## src/rtl/sevseg_pkg.sv

```systemverilog
// Seven-segment pattern table and code constants shared by the display
// encoders and the scan decoder.
package sevseg_pkg;

    localparam logic [6:0] SEG_0     = 7'h40;
    localparam logic [6:0] SEG_1     = 7'h79;
    localparam logic [6:0] SEG_2     = 7'h24;
    localparam logic [6:0] SEG_3     = 7'h30;
    localparam logic [6:0] SEG_4     = 7'h19;
    localparam logic [6:0] SEG_5     = 7'h12;
    localparam logic [6:0] SEG_6     = 7'h02;
    localparam logic [6:0] SEG_7     = 7'h78;
    localparam logic [6:0] SEG_8     = 7'h00;
    localparam logic [6:0] SEG_9     = 7'h10;
    localparam logic [6:0] SEG_BLANK = 7'h7F;

    localparam logic [3:0] CODE_BLANK = 4'hF;
    localparam logic [3:0] CODE_ERR   = 4'hE;

    typedef enum logic {
        ST_IDLE = 1'b0,
        ST_PEND = 1'b1
    } evt_state_e;

endpackage

```

## src/rtl/sevseg_decode.sv

```systemverilog
// Active-low seven-segment pattern back to BCD; inverse of the encoder table.
module sevseg_decode
    import sevseg_pkg::*;
(
    input  logic [6:0] seg_n,
    output logic       ok,
    output logic [3:0] code
);

    always_comb begin
        ok   = 1'b1;
        code = CODE_ERR;
        case (seg_n)
            SEG_0:     code = 4'd0;
            SEG_1:     code = 4'd1;
            SEG_2:     code = 4'd2;
            SEG_3:     code = 4'd3;
            SEG_4:     code = 4'd4;
            SEG_5:     code = 4'd5;
            SEG_6:     code = 4'd6;
            SEG_7:     code = 4'd7;
            SEG_8:     code = 4'd8;
            SEG_9:     code = 4'd9;
            SEG_BLANK: code = CODE_BLANK;
            default: begin
                code = CODE_ERR;
                ok   = 1'b0;
            end
        endcase
    end

endmodule

```

## src/rtl/sevseg_scan_decoder.sv

```systemverilog
// Samples a multiplexed seven-segment bus, debounces each digit and reports
// committed changes as valid/ready events.
module sevseg_scan_decoder
    import sevseg_pkg::*;
#(
    parameter int NUM_DIGITS = 4,
    parameter int STABLE_CNT = 8,
    parameter int IDX_W      = $clog2(NUM_DIGITS)
) (
    input  logic                    clk,
    input  logic                    rst,
    input  logic [6:0]              seg_n,
    input  logic [NUM_DIGITS-1:0]   dig_n,
    output logic [4*NUM_DIGITS-1:0] bcd_out,
    output logic [NUM_DIGITS-1:0]   digit_ok,
    output logic                    upd_valid,
    input  logic                    upd_ready,
    output logic [IDX_W-1:0]        upd_idx,
    output logic [3:0]              upd_bcd
);

    localparam int CNT_W = $clog2(STABLE_CNT + 1);
    localparam logic [CNT_W-1:0] CNT_MAX = CNT_W'(STABLE_CNT);
    localparam logic [CNT_W-1:0] CNT_PRE = CNT_W'(STABLE_CNT - 1);

    logic [6:0]              seg_s1_q, seg_s1_d, seg_s2_q, seg_s2_d;
    logic [NUM_DIGITS-1:0]   dig_s1_q, dig_s1_d, dig_s2_q, dig_s2_d;
    logic [3:0]              cand_q [NUM_DIGITS];
    logic [3:0]              cand_d [NUM_DIGITS];
    logic [CNT_W-1:0]        cnt_q  [NUM_DIGITS];
    logic [CNT_W-1:0]        cnt_d  [NUM_DIGITS];
    logic [4*NUM_DIGITS-1:0] bcd_q, bcd_d;
    logic [NUM_DIGITS-1:0]   ok_q, ok_d;
    logic [NUM_DIGITS-1:0]   dirty_q, dirty_d;
    logic [NUM_DIGITS-1:0]   commit, clr;

    logic                    dec_ok;
    logic [3:0]              dec_code;
    logic                    seen_one, seen_multi, sample_ok;
    logic [IDX_W-1:0]        sel;
    logic                    any_dirty, load;
    logic [IDX_W-1:0]        pick_idx;
    logic [3:0]              pick_bcd;

    evt_state_e              state_q;
    logic                    upd_valid_q;
    logic [IDX_W-1:0]        upd_idx_q;
    logic [3:0]              upd_bcd_q;

    sevseg_decode u_decode (
        .seg_n (seg_s2_q),
        .ok    (dec_ok),
        .code  (dec_code)
    );

    always_comb begin
        seg_s1_d = seg_n;
        seg_s2_d = seg_s1_q;
        dig_s1_d = dig_n;
        dig_s2_d = dig_s1_q;
    end

    // A sample counts only when exactly one digit select is low.
    always_comb begin
        seen_one   = 1'b0;
        seen_multi = 1'b0;
        sel        = '0;
        for (int i = 0; i < NUM_DIGITS; i++) begin
            if (!dig_s2_q[i]) begin
                seen_multi = seen_multi | seen_one;
                seen_one   = 1'b1;
                sel        = IDX_W'(i);
            end
        end
        sample_ok = seen_one & ~seen_multi;
    end

    always_comb begin
        bcd_d  = bcd_q;
        ok_d   = ok_q;
        commit = '0;
        for (int i = 0; i < NUM_DIGITS; i++) begin
            cand_d[i] = cand_q[i];
            cnt_d[i]  = cnt_q[i];
            if (sample_ok && sel == IDX_W'(i)) begin
                if (dec_code == cand_q[i]) begin
                    if (cnt_q[i] != CNT_MAX)
                        cnt_d[i] = cnt_q[i] + CNT_W'(1);
                    if (cnt_q[i] == CNT_PRE &&
                        (dec_code != bcd_q[4*i +: 4] || dec_ok != ok_q[i])) begin
                        bcd_d[4*i +: 4] = dec_code;
                        ok_d[i]         = dec_ok;
                        commit[i]       = 1'b1;
                    end
                end else begin
                    cand_d[i] = dec_code;
                    cnt_d[i]  = CNT_W'(1);
                end
            end
        end
    end

    always_comb begin
        any_dirty = 1'b0;
        pick_idx  = '0;
        pick_bcd  = CODE_BLANK;
        for (int i = NUM_DIGITS - 1; i >= 0; i--) begin
            if (dirty_q[i]) begin
                any_dirty = 1'b1;
                pick_idx  = IDX_W'(i);
                pick_bcd  = bcd_q[4*i +: 4];
            end
        end
        load = any_dirty && (state_q == ST_IDLE || upd_ready);
        clr  = '0;
        for (int i = 0; i < NUM_DIGITS; i++)
            if (load && pick_idx == IDX_W'(i))
                clr[i] = 1'b1;
        // A fresh commit outranks the clear of the same digit.
        dirty_d = (dirty_q & ~clr) | commit;
    end

    always_ff @(posedge clk) begin
        if (rst) begin
            seg_s1_q <= '1;
            seg_s2_q <= '1;
            dig_s1_q <= '1;
            dig_s2_q <= '1;
            bcd_q    <= '1;
            ok_q     <= '1;
            dirty_q  <= '0;
            for (int i = 0; i < NUM_DIGITS; i++) begin
                cand_q[i] <= CODE_BLANK;
                cnt_q[i]  <= '0;
            end
        end else begin
            seg_s1_q <= seg_s1_d;
            seg_s2_q <= seg_s2_d;
            dig_s1_q <= dig_s1_d;
            dig_s2_q <= dig_s2_d;
            bcd_q    <= bcd_d;
            ok_q     <= ok_d;
            dirty_q  <= dirty_d;
            for (int i = 0; i < NUM_DIGITS; i++) begin
                cand_q[i] <= cand_d[i];
                cnt_q[i]  <= cnt_d[i];
            end
        end
    end

    always_ff @(posedge clk) begin
        if (rst) begin
            state_q     <= ST_IDLE;
            upd_valid_q <= 1'b0;
            upd_idx_q   <= '0;
            upd_bcd_q   <= CODE_BLANK;
        end else begin
            case (state_q)
                ST_IDLE: begin
                    if (load) begin
                        upd_idx_q   <= pick_idx;
                        upd_bcd_q   <= pick_bcd;
                        upd_valid_q <= 1'b1;
                        state_q     <= ST_PEND;
                    end
                end
                ST_PEND: begin
                    if (upd_ready) begin
                        if (load) begin
                            upd_idx_q <= pick_idx;
                            upd_bcd_q <= pick_bcd;
                        end else begin
                            upd_valid_q <= 1'b0;
                            state_q     <= ST_IDLE;
                        end
                    end
                end
            endcase
        end
    end

    assign bcd_out   = bcd_q;
    assign digit_ok  = ok_q;
    assign upd_valid = upd_valid_q;
    assign upd_idx   = upd_idx_q;
    assign upd_bcd   = upd_bcd_q;

endmodule
```

## config.mk

```make
export PLATFORM = sky130hd
export DESIGN_NAME = sevseg_scan_decoder
export DESIGN_NICKNAME = d
export VERILOG_FILES = /design/src/rtl/sevseg_pkg.sv /design/src/rtl/sevseg_decode.sv /design/src/rtl/sevseg_scan_decoder.sv
export SDC_FILE = /design/constraint.sdc
export NUM_CORES = 1
export LEC_CHECK = 0
export ABC_CLOCK_PERIOD_IN_PS = 3600
export CAP_MARGIN = 30
export CELL_PAD_IN_SITES_DETAIL_PLACEMENT = 1
export CELL_PAD_IN_SITES_GLOBAL_PLACEMENT = 2
export CORE_UTILIZATION = 35
export CTS_CLUSTER_SIZE = 10
export DETAILED_ROUTE_END_ITERATION = 8
export PLACE_DENSITY_LB_ADDON = 0.1
export SLEW_MARGIN = 20
export SYNTH_ARGS = -nofsm -noshare
export SYNTH_HDL_FRONTEND = slang
export SYNTH_HIERARCHICAL = 1
export SYNTH_SLANG_ARGS = --single-unit
```

## constraint.sdc

```tcl
create_clock -name clk -period 3.6 [get_ports clk]
set_input_delay 0.9 -clock clk [delete_from_list [all_inputs] [get_ports clk]]
set_output_delay 0.9 -clock clk [all_outputs]
set_load 0.01 [all_outputs]
```

==> results of run 1 <==
-- cells by family after synthesis --
group	Yosys count
AO/OA/AOI/OAI	65
multiplexers	10
AND/OR/NAND/NOR	212
flip-flops	86
XOR/XNOR	49
buffers and inverters	46
adder cells (fa/ha/maj)	8
-- through the flow --
| stage | util | hold WS (ns) | worst slack [ns] | instance area [um^2] | total power, W |
|---|---|---|---|---|---|
| final | 0.441 | 0.409 | 0.514 | 5080 | 0.00242 |
| after floorplan | - | 0.389 | 0.968 | 4180 | 0.00120 |
| after global routing | 0.441 | 0.420 | 0.307 | 5080 | 0.00252 |
| after CTS | 0.441 | 0.412 | 0.525 | 5080 | 0.00245 |
| after detailed placement | 0.409 | 0.396 | 0.542 | 4710 | 0.00127 |
| after global placement | 0.407 | 0.391 | 0.557 | 4680 | 0.00127 |
-- per-layer routing --
layer / routed length, um / part of all wire / global-route usage / vias to the layer above
met3: 205 / 0.019 / 0.0306 / 14
met4: 214 / 0.020 / 0.0874 / 0
met5: 0 / 0 / 0 / -
met2: 5040 / 0.47 / 0.313 / 30
met1: 5310 / 0.49 / 0.242 / 1679
li1: - / - / - / 1721
-- power by group --
group / switching [W] / total (W) / internal (W) / leakage [nW]
Combinational: 0.000146 / 0.000253 / 0.000107 / 1.02
Sequential: 0.0000219 / 0.000998 / 0.000976 / 0.702
Clock: 0.000400 / 0.00117 / 0.000766 / 0.179
-- layout by cell type (no fill, tap or decap), types with 12 or more instances in the layout --
| master | instances |
|---|---|
| dfxtp_1 | 86 |
| nand2_1 | 52 |
| nand3_1 | 46 |
| clkdlybuf4s50_1 | 39 |
| xor2_1 | 27 |
| nor2_1 | 24 |
| or2_2 | 23 |
| xnor2_1 | 22 |
| nor3_1 | 17 |
| a21oi_1 | 16 |
| inv_1 | 15 |
| o21ai_0 | 12 |
-- layout make-up --
| class | count | area share |
|---|---|---|
| clock buffer | 10 | 0.0470 |
| timing repair buffer | 51 | 0.0980 |
| tap | 143 | 0.0352 |
| sequential | 86 | 0.339 |
| multi-input combinational | 344 | 0.444 |
| clock inverter | 6 | 0.0261 |
| inverter | 15 | 0.0111 |
-- worst paths after layout --
| path | endpoint | slack (ns) | cells past startpoint | start |
|---|---|---|---|---|
| max | bcd_out[0] | 0.51 | 8 | seg_s2_q[6] |
| min reg2reg | seg_s2_q[4] | 0.41 | 1 | seg_s1_q[4] |
| max reg2reg | bcd_out[0] | 0.51 | 8 | seg_s2_q[6] |
| min | seg_s2_q[4] | 0.41 | 1 | seg_s1_q[4] |
-- worst max-delay path: stages (launching register included) --
cell and delay (ns):
dfxtp_1 0.50, and4_4 0.31, and4_4 0.25, a211oi_2 0.06, a221o_1 0.56, xor2_1 0.26
or4_1 0.61, o31ai_1 0.30, nand3_1 0.11
-- sequential cells by signal (all words and copies together), names as in the netlist --
| register | flops |
|---|---|
| upd_idx | 2 |
| upd_bcd | 4 |
| seg_s1_q | 7 |
| digit_ok | 4 |
| upd_valid | 1 |
| cand_q | 16 |
| dig_s1_q | 4 |
| bcd_out | 16 |
| cnt_q | 16 |
| dirty_q | 4 |
| dig_s2_q | 4 |
| state_q | 1 |
| seg_s2_q | 7 |
==> metrics.txt, run 1 <==
synth cell count leaders dfxtp_1, nand2_1, nand3_1; clock tree buffer depth 2; layout cell share with drive strength beyond 1 0.125; Placed Cells ~640; RD Place Congestion between 0.8 and 0.9; Synth area leaders dfxtp_1, xor2_1, nand3_1, nand2_1, xnor2_1; CTS H-tree lvls 3; I/O pin cnt 41; DRT Pass-1 Iters 6; max-cap violation count 0; RSZ-0062 raised after global routing false; multi-input logic area ~2300 um^2; Simple-Gate Fraction of Synth Area 0.277; cts bufs inserted 9; # DRC 4; Clock Root Buffer clkbuf_16; CTS tree yes; Clock Latency Late Sink roughly 0.35 ns; Max-slew headroom 0.517; asr flop ratio synth 0; Post-layout nets roughly 530; Peak Freq ~0.32 GHz; post-CTS setup buffers 0; synth warn 6; Adder-Cell Fraction of Synth Area 0.0239; cts repair resizes 0; most numerous cell in the Yosys netlist dfxtp_1; CTS Hold Buffers Added 0; clock slew at reported path FFs ~0.060 ns; maximum VDD drop between 200 and 250 uV; Yosys cell types 48; antenna viol nets, final 0; Leak 1.90 nW; PwrDens around 480 nW/um^2; combinational family with the most area after synthesis simple AND/OR/NAND/NOR gates; commonest register cell after synthesis dfxtp_1; Vias roughly 3400; Synth Instances between 400 and 500; maximum fanout along the worst path 10; vias per inst about 5.3; initial antenna violation count 0; Synthesized Nets 498; DR iter-0 viols about 150; Synth Area in XOR/XNOR 0.103; # diodes 0; routed len/inst around 16 um; global-route wire length before repair ~18000 um; global route total overflow 0; post-synthesis mux area share 0.0239; Die H ~110 um; Total Routed Length about 11000 um; Layout Cells excl Fill approximately 660; All-Layer GR Usage 0.189; Post-synth EDFFs 0; Final min period 3.09 ns; Die Wd about 110 um; number of global-route vias before repair roughly 3600; status complete, but fails checks; worst hold path class flip-flop to flip-flop; estimated wirelength of the detail-placed design around 7600 um; Sink Count 86; Initial Utilization 0.363; core box area between 10000 and 15000 um^2; setup violators final 0; Synth top area share 0.412; Synth Area per Inst around 9 um^2; CP Class flip-flop to flip-flop; Die ar. between 10000 and 15000 um^2; Fillers around 1300; total negative slack 0 ns; Final Hold Vio Count 0; clock skew between 0.003 and 0.004 ns; CP Capture Type flip-flop; Least-Margin Pin Slew between 0.7 and 0.8 ns; crit share post-route 0.857; Area Growth Syn to Fin 21.5%; Synth Area in Compound Gates 0.112; Rows 39; IO Port Bufs 40; failing checks DRC; CP required around 3.8 ns; register area 1720 um^2; Synth area leader dfxtp_1; largest net degree at the start of global routing between 60 and 70; sequential-to-total area share from yosys stat 0.412; Setup crit start kind flip-flop; mapped cell area between 4000 and 5000 um^2; crit path DAT between 3 and 4 ns; register bit total from synthesis 86; Max Slew Vio Count 0
No activity file was read; power rests on OpenSTA's default activity.
==> run 2, diff against run 1 <==
CELL_PAD_IN_SITES_DETAIL_PLACEMENT = not set   (was 1)
CELL_PAD_IN_SITES_GLOBAL_PLACEMENT = not set   (was 2)
==> metrics.txt, run 2 (synthesis gave the netlist of run 1 again) <==
status complete, but fails checks (unchanged); failing checks DRC (unchanged); RSZ-0062 raised after global routing false (unchanged); All-Layer GR Usage 0.160 (was 0.189); estimated wirelength of the detail-placed design 6420 um (was 7570 um); Layout Cells excl Fill 654 (was 655); Design Area, Final 5020 um^2 (was 5080 um^2); Max-slew headroom 0.478 (was 0.517); setup violators final 0 (unchanged); Rows 39 (unchanged); I/O pin cnt 41 (unchanged); vias per inst 5.02 (was 5.26); clock slew at reported path FFs 0.07 ns (was 0.06 ns); Placed Cells 637 (was 639); CTS Hold Buffers Added 0 (unchanged); CP Class flip-flop to flip-flop (unchanged); cts bufs inserted 9 (unchanged); Total Routed Length 9080 um (was 10800 um); Clock Root Buffer clkbuf_16 (unchanged); Final Hold Vio Count 0 (unchanged); Max Slew Vio Count 0 (unchanged); Peak Freq 0.312 GHz (was 0.324 GHz); global-route wire length before repair 15700 um (was 18400 um); Worst path top cell family by delay compound AO/OA/AOI/OAI gates (was simple AND/OR/NAND/NOR gates); RD Place Congestion 0.768 (was 0.802); DRT Pass-1 Iters 6 (unchanged); critical-path cell list and4_4, and4_4, a211oi_2, a221o_1, xnor2_1, nand3_1, o311ai_2, mux2i_1 (was and4_4, and4_4, a211oi_2, a221o_1, xor2_1, or4_1, o31ai_1, nand3_1); worst reg-to-reg setup slack 0.40 ns (was 0.51 ns); routed len/inst 13.9 um (was 16.4 um); CTS tree yes (unchanged); max-cap violation count 0 (unchanged); Die H 111 um (unchanged); Hold Crit Depth 1 (unchanged); Hold EP seg_s2_q[1] (was seg_s2_q[4]); Die Wd 111 um (unchanged); PwrDens 445 nW/um^2 (was 475 nW/um^2); CP most frequent cell and4_4 (unchanged); post-CTS setup buffers 0 (unchanged); Final Util 0.436 (was 0.441); commonest cells after routing, fill and taps aside dfxtp_1, nand2_1, nand3_1 (unchanged); worst hold path class flip-flop to flip-flop (unchanged); DR iter-0 viols 181 (was 148); initial antenna violation count 0 (unchanged); Leak 1.87 nW (was 1.90 nW); crit share post-route 0.890 (was 0.857); Vias 3284 (was 3444); Post-layout nets 528 (was 529); worst reg2reg startpoint seg_s2_q[3] (was seg_s2_q[6]); placed cell area 4680 um^2 (was 4710 um^2); commonest non-fill, non-tap cell in the layout dfxtp_1 (unchanged); Die ar. 12400 um^2 (unchanged); global route total overflow 0 (unchanged); cts repair resizes 0 (unchanged); R2R depth 8 (unchanged); CTS H-tree lvls 3 (unchanged); CP required 3.87 ns (was 3.83 ns); Final min period 3.20 ns (was 3.09 ns); largest net degree at the start of global routing 62 (unchanged); core box area 11500 um^2 (unchanged); clock skew 0.0103 ns (was 0.00387 ns); clock tree buffer depth 2 (unchanged); # diodes 0 (unchanged); Sink Count 86 (unchanged); Area Growth Syn to Fin 20.0% (was 21.5%); Initial Utilization 0.363 (unchanged); maximum fanout along the worst path 15 (was 10); crit-path max cell delay 0.74 ns (was 0.61 ns); CP Capture Type flip-flop (unchanged); Least-Margin Pin Slew 0.781 ns (was 0.719 ns); hold path startpoint seg_s1_q[1] (was seg_s1_q[4]); Worst path slowest cell o311ai_2 (was or4_1); CP bufs+invs 0 (unchanged); number of global-route vias before repair 3180 (was 3630); maximum VDD drop 206 uV (was 215 uV); Clock Latency Late Sink 0.34 ns (was 0.35 ns); antenna viol nets, final 0 (unchanged); layout cell share with drive strength beyond 1 0.121 (was 0.125); Worst R2R End bcd_out[5] (was bcd_out[0]); crit path DAT 3.47 ns (was 3.31 ns); IO Port Bufs 40 (unchanged); total negative slack 0 ns (unchanged); Setup crit start kind flip-flop (unchanged); # DRC 6 (was 4)
run 2: layout make-up:
| class | count | area, um^2 |
|---|---|---|
| clock buffer | 10 | 229 |
| clock inverter | 6 | 86.3 |
| fill | 1162 | 6500 |
| inverter | 15 | 56.3 |
| multi-input combinational | 344 | 2260 |
| sequential | 86 | 1720 |
| tap | 143 | 179 |
| timing repair buffer | 50 | 490 |
run 2: worst max-delay path by stage:
stage | start | endpoint | slack, ns | cells after the start
floorplan | seg_s2_q[6] | bcd_out[11] | 0.97 | 11
global placement | seg_s2_q[3] | digit_ok[1] | 0.48 | 8
detailed placement | seg_s2_q[3] | digit_ok[1] | 0.40 | 8
CTS | seg_s2_q[3] | bcd_out[5] | 0.36 | 8
global route | seg_s2_q[3] | bcd_out[6] | 0.15 | 8
finish | seg_s2_q[3] | bcd_out[5] | 0.40 | 8
run 2: metrics by stage:
| step | total power [W] | hold WS, ns | worst slack (ns) |
|---|---|---|---|
| CTS | 0.00227 | 0.408 | 0.358 |
| detailed placement | 0.00126 | 0.394 | 0.400 |
| finish | 0.00223 | 0.407 | 0.397 |
| global placement | 0.00125 | 0.391 | 0.476 |
| global route | 0.00233 | 0.424 | 0.152 |
| floorplan | 0.00120 | 0.389 | 0.968 |
run 2: worst reg2reg max path, stage by stage, from the launching register on:
cell and delay [ns]:
dfxtp_1 0.37, and4_4 0.23, and4_4 0.20, a211oi_2 0.27, a221o_1 0.70, xnor2_1 0.19, nand3_1 0.15, o311ai_2 0.74
mux2i_1 0.27
run 2: power breakdown:
group          switching, W  leakage (nW)  internal, W  total, W
registers         0.0000204         0.702     0.000976  0.000996
clock network      0.000388         0.152     0.000607  0.000995
logic              0.000137          1.01     0.000104  0.000241
total              0.000545          1.87      0.00169   0.00223
run 2: routing by layer:
layer,wire length [um],track usage,share of wire,vias up
li1,-,-,-,1719
met1,4480,0.203,0.49,1516
met2,4170,0.255,0.46,44
met3,329,0.0410,0.036,5
met4,89,0.0721,0.0098,0
met5,0,0,0,-
==> run 3, diff against run 2 <==
HOLD_SLACK_MARGIN = 0.12   (was not set)
SYNTH_HIERARCHICAL = not set   (was 1)
==> metrics.txt, run 3 <==
worst setup path endpoint dirty_q[2] (was bcd_out[5]); Area Growth Syn to Fin 20.5% (was 20.0%); number of global-route vias before repair 3165 (was 3180); RSZ-0062 raised after global routing false (unchanged); Design Area, Final 5160 um^2 (was 5020 um^2); initial antenna violation count 0 (unchanged); synth warn 0 (was 6); synth cell count leaders dfxtp_1, nor2_1, or2_2 (was dfxtp_1, nand2_1, nand3_1); worst hold path class flip-flop to flip-flop (unchanged); register bit total from synthesis 86 (unchanged); Max-slew headroom 0.556 (was 0.478); # diodes 0 (unchanged); Peak Freq 0.312 GHz (about the same); maximum VDD drop 211 uV (was 206 uV); Leak 1.84 nW (was 1.87 nW); RD Place Congestion 0.792 (was 0.768); crit path DAT 3.44 ns (was 3.47 ns); global-route wire length before repair 16400 um (was 15700 um); # DRC 0 (was 6); placed cell area 4830 um^2 (was 4680 um^2); clock slew at reported path FFs 0.06 ns (was 0.07 ns); CP required 3.83 ns (was 3.87 ns); Total Routed Length 10000 um (was 9080 um); routed len/inst 15.3 um (was 13.9 um); Synthesized Nets 489 (was 498); Setup crit start kind flip-flop (unchanged); core box area 12000 um^2 (was 11500 um^2); cts repair resizes 0 (unchanged); CTS H-tree lvls 3 (unchanged); vias per inst 5.18 (was 5.02); max-cap violation count 0 (unchanged); Rows 40 (was 39); antenna viol nets, final 0 (unchanged); Final Hold Vio Count 0 (unchanged); CP bufs+invs 1 (was 0); I/O pin cnt 41 (unchanged); commonest register cell after synthesis dfxtp_1 (unchanged); Synth Area per Inst 9.18 um^2 (was 8.79 um^2); Synth area leader dfxtp_1 (unchanged); Worst path slowest cell nor3_4 (was o311ai_2); commonest cells after routing, fill and taps aside dfxtp_1, nor2_1, clkdlybuf4s50_1 (was dfxtp_1, nand2_1, nand3_1); Die H 113 um (was 111 um); sequential-to-total area share from yosys stat 0.402 (was 0.412); Final min period 3.20 ns (about the same); worst reg-to-reg setup slack 0.40 ns (about the same); Yosys cell types 64 (was 48); total negative slack 0 ns (unchanged); global route total overflow 0 (unchanged); clock skew 0.00609 ns (was 0.0103 ns); DRT Pass-1 Iters 4 (was 6); Sink Count 86 (unchanged); Clock Root Buffer clkbuf_16 (unchanged); most numerous cell in the Yosys netlist dfxtp_1 (unchanged); largest net degree at the start of global routing 42 (was 62); PwrDens 435 nW/um^2 (was 445 nW/um^2); worst reg2reg startpoint seg_s2_q[1] (was seg_s2_q[3]); IO Port Bufs 40 (unchanged); asr flop ratio synth 0 (unchanged); crit share post-route 0.890 (about the same); Least-Margin Pin Slew 0.660 ns (was 0.781 ns); Post-layout nets 524 (was 528); Worst R2R End dirty_q[2] (was bcd_out[5]); Clock Latency Late Sink 0.34 ns (about the same); Post-synth EDFFs 0 (unchanged); estimated wirelength of the detail-placed design 7180 um (was 6420 um); post-CTS setup buffers 0 (unchanged); Synth top area share 0.402 (was 0.412); CTS Hold Buffers Added 0 (unchanged); commonest non-fill, non-tap cell in the layout dfxtp_1 (unchanged); Worst path top cell family by delay simple AND/OR/NAND/NOR gates (was compound AO/OA/AOI/OAI gates); status complete, no violations (was complete, but fails checks); mapped cell area 4290 um^2 (was 4180 um^2); CP Class flip-flop to flip-flop (unchanged); crit-path max cell delay 0.50 ns (was 0.74 ns); Worst path depth 9 (was 8); Die ar. 12700 um^2 (was 12400 um^2); clock tree buffer depth 2 (unchanged); setup violators final 0 (unchanged); Die Wd 113 um (was 111 um); Worst setup startpoint seg_s2_q[1] (was seg_s2_q[3]); CTS tree yes (unchanged); All-Layer GR Usage 0.168 (was 0.160); critical-path cell list and4b_1, and3_1, nor3_4, nand4_1, buf_4, nor3b_1, a31oi_1, o41a_1, o21ba_1 (was and4_4, and4_4, a211oi_2, a221o_1, xnor2_1, nand3_1, o311ai_2, mux2i_1); Max Slew Vio Count 0 (unchanged); R2R depth 9 (was 8); DR iter-0 viols 195 (was 181); maximum fanout along the worst path 14 (was 15); cts bufs inserted 9 (unchanged); CP Capture Type flip-flop (unchanged); Synth Instances 467 (was 476); layout cell share with drive strength beyond 1 0.130 (was 0.121); Tot Pwr 0.00225 W (was 0.00223 W); Synth area leaders dfxtp_1, xnor2_1, nor2_1, mux2i_1, a211o_1 (was dfxtp_1, xor2_1, nand3_1, nand2_1, xnor2_1); Initial Utilization 0.358 (was 0.363); Vias 3387 (was 3284)
run 3: changes by cell type after synthesis, moves of 4 or more:
cell,delta
a211o_1,+20
buf_2,-5
o31ai_1,-7
xor2_1,-9
o211ai_1,-5
nand2_1,-33
nor2_1,+25
o311ai_0,-4
a31oi_1,+10
a211oi_1,+6
mux2i_1,+8
o21ai_0,-6
nand3_1,-38
run 3: worst min path at each step:
stage | startpoint | endpoint | depth (start not counted)
floorplan | dig_s1_q[0] | dig_s2_q[0] | 1
global placement | seg_s1_q[5] | seg_s2_q[5] | 1
detailed placement | dig_s1_q[1] | dig_s2_q[1] | 1
CTS | dig_s1_q[1] | dig_s2_q[1] | 1
global route | dig_s1_q[1] | dig_s2_q[1] | 1
finish | dig_s1_q[1] | dig_s2_q[1] | 1
run 3: logic make-up (layout without fill, tap and decap cells):
| logic type | count (synthesis) | in the layout | share of synthesized area |
|---|---|---|---|
| simple gates | 185 | 185 | 0.242 |
| flops | 86 | 86 | 0.402 |
| compound gates | 82 | 82 | 0.150 |
| buf+inv | 44 | 84 | 0.0417 |
| xor+xnor | 43 | 43 | 0.0966 |
| mux | 19 | 19 | 0.0447 |
| fa+ha+maj | 8 | 8 | 0.0234 |
run 3: cell type report:
cell class              instances  area [um^2]
repair buffers                 51          478
flip-flops and latches         86         1720
multi-input cells             337         2380
clock buffers                  12          236
inverters                      17         63.8
well taps                     147          184
clock inverters                 4         95.1
fillers                      1183         6800
run 3: power breakdown:
group / internal, W / leakage, nW / switching (W)
registers: 0.000974 / 0.701 / 0.0000207
clock network: 0.000678 / 0.161 / 0.000369
logic: 0.0000880 / 0.982 / 0.000116
total: 0.00174 / 1.84 / 0.000506
run 3: per-layer routing:
metal  routed length [um]  global-route usage
met3                  366              0.0486
met5                    0                   0
met1                 4970               0.218
met2                 4520               0.267
met4                  157              0.0587
run 3: worst register-to-register path, stage by stage, from the launching register on:
cell and delay [ns]:
dfxtp_1 0.46, and4b_1 0.25, and3_1 0.22, nor3_4 0.50, nand4_1 0.44, buf_4 0.30, nor3b_1 0.18, a31oi_1 0.10
o41a_1 0.43, o21ba_1 0.21
run 3: per-stage QoR:
step	hold slack, ns	util	instances	worst slack [ns]
6_report	0.406	0.432	654	0.398
4_1_cts	0.407	0.432	654	0.380
5_1_grt	0.418	0.432	654	0.121
2_1_floorplan	0.389	-	467	0.881
3_5_place_dp	0.394	0.404	638	0.424
3_3_place_gp	0.393	0.404	638	0.437
